File: config.mk
export PLATFORM = sky130hd
export DESIGN_NAME = pipeline_mem
export DESIGN_NICKNAME = d
export VERILOG_FILES = /design/src/rtl/pipeline_mem.sv
export SDC_FILE = /design/constraint.sdc
export NUM_CORES = 1
export LEC_CHECK = 0
export CAP_MARGIN = 20
export CORE_MARGIN = 2
export CORE_UTILIZATION = 35
export CTS_CLUSTER_SIZE = 30
export DETAILED_ROUTE_END_ITERATION = 8
export PLACE_DENSITY = 0.73
export SKIP_CTS_REPAIR_TIMING = 1
export SYNTH_ARGS = -nofsm -noshare
export SYNTH_HDL_FRONTEND = slang
export SYNTH_SLANG_ARGS = --single-unit
File: constraint.sdc
create_clock -name clk -period 2.3 [get_ports clk]
set_input_delay 0.46 -clock clk [delete_from_list [all_inputs] [get_ports clk]]
set_output_delay 0.46 -clock clk [all_outputs]
set_load 0.05 [all_outputs]
File: src/rtl/pipeline_mem.sv
// pipeline_mem: memory-access stage; MEM_MISALIGN_CHECK_EN turns misaligned accesses into faults.
module pipeline_mem #(
  parameter int ADDR_WIDTH = 64,
  parameter int DATA_WIDTH = 64
) (
  input  logic                  clk,
  input  logic                  reset,
  input  logic                  in_valid,
  output logic                  ready,
  input  logic [DATA_WIDTH-1:0] ex_res,
  input  logic [DATA_WIDTH-1:0] r2_val_mem,
  input  logic [4:0]            mem_dst_reg,
  input  logic [31:0]           next_mem_opcode,
  input  logic [2:0]            next_mem_operation_size,
  input  logic                  ecall_mem,
  output logic                  mem_req,
  output logic                  mem_we,
  output logic [ADDR_WIDTH-1:0] mem_addr,
  output logic [DATA_WIDTH-1:0] mem_wdata,
  output logic [7:0]            mem_wstrb,
  input  logic                  mem_gnt,
  input  logic                  mem_rvalid,
  input  logic [DATA_WIDTH-1:0] mem_rdata,
  output logic                  wb_valid,
  input  logic                  wb_ready,
  output logic [4:0]            wb_dst_reg,
  output logic [DATA_WIDTH-1:0] wb_data,
  output logic                  wb_ecall,
  output logic                  wb_fault
);
  typedef enum logic [1:0] {IDLE, REQ, WAIT, DONE} state_t;
  state_t r_state, w_next;
  logic                  w_cap, w_is_ld, w_is_st, w_is_mem, w_mis, w_sx, w_req;
  logic [2:0]            w_amask, w_lane;
  logic [7:0]            w_strb0;
  logic [DATA_WIDTH-1:0] w_raw, w_ext;
  logic [DATA_WIDTH-1:0] r_ex, r_wdata, r_ldata;
  logic [7:0]            r_strb;
  logic                  r_we, r_mis;
  logic [2:0]            r_size, r_lane;
  logic [4:0]            r_dst;
  logic                  r_wb_valid, r_wb_ecall, r_wb_fault;
  logic [4:0]            r_wb_dst;
  logic [DATA_WIDTH-1:0] r_wb_data;
  assign w_is_ld  = next_mem_opcode == 32'd1;
  assign w_is_st  = next_mem_opcode == 32'd2;
  assign w_is_mem = (w_is_ld || w_is_st) && !ecall_mem;
  assign ready    = !reset && r_state == IDLE && (!r_wb_valid || wb_ready);
  assign w_cap    = in_valid && ready;
  assign w_amask  = next_mem_operation_size[1:0] == 2'd0 ? 3'b000 :
                    next_mem_operation_size[1:0] == 2'd1 ? 3'b001 :
                    next_mem_operation_size[1:0] == 2'd2 ? 3'b011 : 3'b111;
  assign w_strb0  = next_mem_operation_size[1:0] == 2'd0 ? 8'h01 :
                    next_mem_operation_size[1:0] == 2'd1 ? 8'h03 :
                    next_mem_operation_size[1:0] == 2'd2 ? 8'h0F : 8'hFF;
`ifdef MEM_MISALIGN_CHECK_EN
  assign w_lane = ex_res[2:0];
  assign w_mis  = |(ex_res[2:0] & w_amask);
`else
  // Round the lane down to natural alignment so the access stays inside one doubleword.
  assign w_lane = ex_res[2:0] & ~w_amask;
  assign w_mis  = 1'b0;
`endif
  assign w_raw = mem_rdata >> {r_lane, 3'b000};
  assign w_sx  = !r_size[2];
  assign w_ext = r_size[1:0] == 2'd0 ? {{(DATA_WIDTH-8){w_sx & w_raw[7]}}, w_raw[7:0]} :
                 r_size[1:0] == 2'd1 ? {{(DATA_WIDTH-16){w_sx & w_raw[15]}}, w_raw[15:0]} :
                 r_size[1:0] == 2'd2 ? {{(DATA_WIDTH-32){w_sx & w_raw[31]}}, w_raw[31:0]} : w_raw;
  assign mem_req   = w_req && !reset;
  assign mem_we    = mem_req && r_we;
  assign mem_addr  = mem_req ? {r_ex[ADDR_WIDTH-1:3], 3'b000} : '0;
  assign mem_wdata = mem_we ? r_wdata : '0;
  assign mem_wstrb = mem_we ? r_strb : 8'h00;
  assign wb_valid   = r_wb_valid;
  assign wb_dst_reg = r_wb_dst;
  assign wb_data    = r_wb_data;
  assign wb_ecall   = r_wb_ecall;
  assign wb_fault   = r_wb_fault;
  // State register.
  always_ff @(posedge clk)
    r_state <= reset ? IDLE : w_next;
  // Next-state and bus request.
  always_comb begin
    w_next = r_state;
    w_req  = 1'b0;
    case (r_state)
      IDLE: if (w_cap && w_is_mem) w_next = w_mis ? DONE : REQ;
      REQ: begin
        w_req = 1'b1;
        if (mem_gnt) w_next = r_we ? DONE : WAIT;
      end
      WAIT: if (mem_rvalid) w_next = DONE;
      default: w_next = IDLE;
    endcase
  end
  // Latch the memory bundle at capture and the extended load data on response.
  always_ff @(posedge clk) begin
    if (reset) begin
      r_ex    <= '0;
      r_wdata <= '0;
      r_strb  <= 8'h00;
      r_we    <= 1'b0;
      r_size  <= 3'd0;
      r_lane  <= 3'd0;
      r_dst   <= 5'd0;
      r_mis   <= 1'b0;
      r_ldata <= '0;
    end else begin
      if (w_cap && w_is_mem) begin
        r_ex    <= ex_res;
        r_wdata <= r2_val_mem << {w_lane, 3'b000};
        r_strb  <= w_strb0 << w_lane;
        r_we    <= w_is_st;
        r_size  <= next_mem_operation_size;
        r_lane  <= w_lane;
        r_dst   <= mem_dst_reg;
        r_mis   <= w_mis;
      end
      if (r_state == WAIT && mem_rvalid) r_ldata <= w_ext;
    end
  end
  // Writeback register: holds until accepted; loaded by pass-through ops or on leaving DONE.
  always_ff @(posedge clk) begin
    if (reset) begin
      r_wb_valid <= 1'b0;
      r_wb_dst   <= 5'd0;
      r_wb_data  <= '0;
      r_wb_ecall <= 1'b0;
      r_wb_fault <= 1'b0;
    end else if (w_cap && !w_is_mem) begin
      r_wb_valid <= 1'b1;
      r_wb_dst   <= mem_dst_reg;
      r_wb_data  <= ex_res;
      r_wb_ecall <= ecall_mem;
      r_wb_fault <= 1'b0;
    end else if (r_state == DONE) begin
      r_wb_valid <= 1'b1;
      r_wb_dst   <= (r_we || r_mis) ? 5'd0 : r_dst;
      r_wb_data  <= r_mis ? r_ex : r_we ? '0 : r_ldata;
      r_wb_ecall <= 1'b0;
      r_wb_fault <= r_mis;
    end else if (wb_ready) begin
      r_wb_valid <= 1'b0;
    end
  end
endmodule

==> flow_summary.ini <==
[die]
die_w_um = 215
die_area_um2 = 46100
rows = 77
core_um2 = 44000
ioPinCount = 450
die_h_um = 215
start_util_pct = 35.3

[setup_path]
startpoint_type = register
critical_path.cell_chain = inv_4, ha_4, nor2b_4, buf_12, buf_12, clkbuf_16, and3_4, buf_12
arrival_ns = 2.04
worstSetupPathDepth = 8
cp_max_fo = 7
cp-end-kind = output port
worstSetupPathType = reg -> out
crit_buf_inv = 5
cp_common_cell = buf_12
reg2reg_depth = 7
slowest_stage = dfxtp_4
critPathTopFamily = buffers and inverters
cp_data_required_time_ns = 1.84
critical_path.max_stage_delay_ns = 0.35

[route]
vias = 17000
viasPerCell = 5.56
dr.pass1.iters = 6
detail_route.wl_per_cell_um = 22.2
drt_iter0_markers = 1563
antenna_left = 0
wl_mm = 67.8
drcViolationCount = 0

[timing]
worstMarginPinSlew_ns = 1.10
setup_viol = 161
finalCritPeriodShare_pct = 109
max_slew_margin_pct = 26.4
hold_violations = 0
hold-worst-slack_ns = 0.445
clock-skew-final_ns = 0.0192
finalSetupTns_ns = -18.09
max_freq_mhz = 400
rsz0062_at_grt = true
fin_ws_ns = -0.200
slew_viol_final = 0
period_minus_slack_ns = 2.50

[yosys]
synth.yosys.warnings = 0
ys_types = 56
async_flop_share_pct = 0
synth_ff_type = dfxtp_1
ys_seq_area_share_pct = 36.3
synth_seq_cells = 282
synth_cells = 1957
netlist_area_um2 = 15500
avgSynthCellArea_um2 = 7.94
synth-edff-count = 0

[global_route]
grt_pass1_vias = 16700
grt_pass1_wl_mm = 99.5
grt_max_degree = 180
grt_use_total_pct = 27.4
grt_remaining_overflow = 0
antenna_found_initial = 3

[clock_network]
clk_path_buf_depth = 3
clk_latency_ns = 0.55
htree_num_levels = 2
ctsRootBufferMaster = clkbuf_16
clkSinkCount = 282
cts_tree = built
clk_pin_slew_ns = 0.06
numCtsBuffers = 35

[status]
status = finished with violations
violations = negative setup slack

[flow_run]
maxCapViolCount = 0

[worst_hold_path]
holdPathStages = 5
min_path_type = in -> reg

[pwr]
intPower_uw = 9310
ir_drop_v = 0.000563
sequentialPowerShare_pct = 39.2
power_density_nw_per_um2 = 508
total_power_uw = 12800
power_leakage_uw = 0.00911
p_sw_uw = 3470
switching_share_pct = 27.1
pwr-share-comb_pct = 16.3
power.share.clock_pct = 44.5

[place]
gp_congestion = 0.981
place_hpwl_mm = 49.0
port_buffers = 445

[layout]
area_growth_pct = 62.0
nets = 2676
drive_gt1_share_pct = 24.1
final_util_pct = 57.2
placed cells by master, fill, tap and decap left out, drive strengths merged, types with 5 or more instances in the layout:
master,instances
buf,323
clkdlybuf4s50,306
dfxtp,282
nand2,258
nor2b,141
a21oi,139
mux2i,123
nor2,120
a211oi,81
and3,73
and2,72
nor3,70
a311oi,66
o21ai,63
clkbuf,62
nand3,56
a31oi,25
o22ai,17
inv,17
and3b,16
or3,16
nand3b,15
nand2b,11
mux4,9
o2bb2ai,8
a211o,8
a32oi,7
o211ai,7
o221ai,7
o32ai,7
clkinv,6
nor4,5
per-layer routing:
layer	vias up	wire length (µm)	share of wire, %	global-route usage [%]
met5	-	0	0	0
met4	0	2880	4.2	10.6
met3	145	5250	7.7	6.09
met2	857	32900	48	46.6
met1	8061	26800	40	33.6
li1	7915	-	-	-
worst min-delay path, delay by kind of cell:
family | cells | cell delay (ns)
AO/OA/AOI/OAI | 1 | 0.08
AND/OR/NAND/NOR | 2 | 0.13
buffers and inverters | 2 | 0.25
path summary, 6_finish.rpt:
path,slack [ns],from,endpoint
setup / recovery,-0.20,r_state[1]$_SDFFE_PP0P_,mem_wdata[22]
hold / removal,0.45,reset,wb_ecall$_SDFFE_PP0P_
setup reg to reg,-0.04,r_lane[1]$_SDFFE_PP0P_,r_ldata[57]$_SDFFE_PP0P_
hold reg to reg,0.45,r_ex[20]$_SDFFE_PP0P_,r_ex[20]$_SDFFE_PP0P_
final cells by class:
cell class	count	area (µm²)
well taps	592	741
multi-input cells	1459	9620
fillers	3822	18900
clock inverters	12	134
repair buffers	640	7900
inverters	15	58.8
diodes	3	7.51
clock buffers	51	1050
flip-flops and latches	282	5660
cells in the mapped netlist, types with 9 or more instances:
| cell type | n | share of area (%) |
|---|---|---|
| or3_1 | 16 | 0.64 |
| mux4_2 | 9 | 1.3 |
| clkbuf_1 | 164 | 4.0 |
| buf_1 | 10 | 0.24 |
| nand2_1 | 258 | 6.2 |
| and3_1 | 73 | 2.9 |
| a211oi_1 | 61 | 2.9 |
| nand3b_1 | 15 | 0.73 |
| buf_2 | 22 | 0.71 |
| nor2_1 | 120 | 2.9 |
| o22ai_1 | 17 | 0.68 |
| nor2b_1 | 141 | 5.7 |
| mux2i_1 | 123 | 7.9 |
| a21oi_1 | 139 | 4.5 |
| inv_1 | 15 | 0.36 |
| nor3_1 | 70 | 2.3 |
| o21ai_0 | 63 | 2.0 |
| a211oi_2 | 20 | 1.6 |
| nand3_1 | 56 | 1.8 |
| and3b_1 | 16 | 0.90 |
| a311oi_1 | 66 | 3.7 |
| a31oi_1 | 25 | 1.0 |
| nand2b_1 | 11 | 0.44 |
| dfxtp_1 | 282 | 36 |
| and2_1 | 72 | 2.9 |
per-stage QoR:
| step | setup slack (ns) | instance area [µm²] | instances |
|---|---|---|---|
| after CTS | -0.498 | 24100 | 3021 |
| final | -0.200 | 25200 | 3054 |
| after global placement | -0.814 | 22900 | 2957 |
| after floorplan | 0.00699 | 15600 | 1960 |
| after global routing | -0.241 | 25200 | 3053 |
| after detailed placement | -0.866 | 22900 | 2958 |
power groups by stage:
stage               clock, µW  combinational [µW]  sequential (µW)
floorplan                   0                 682             5410
global placement            0                2040             5110
detailed placement          0                2050             5120
CTS                      5790                2060             5010
global route             5950                2190             5020
finish                   5690                2080             5010
logic make-up (layout without fill, tap and decap cells):
logic type                 after synthesis  count (layout)  synth area share [%]
and+or+nand+nor                        870             870                  28.5
DFF                                    282             282                  36.3
xor gates and xnor gates                 1               1                0.0564
other                                    1               7                0.0241
adders and majority gates                4               4                 0.322
AOI/OAI and AO/OA                      446             446                  19.6
buffers and inverters                  219             718                  5.76
muxes                                  134             134                  9.38
(Power assumes the default switching activity.)
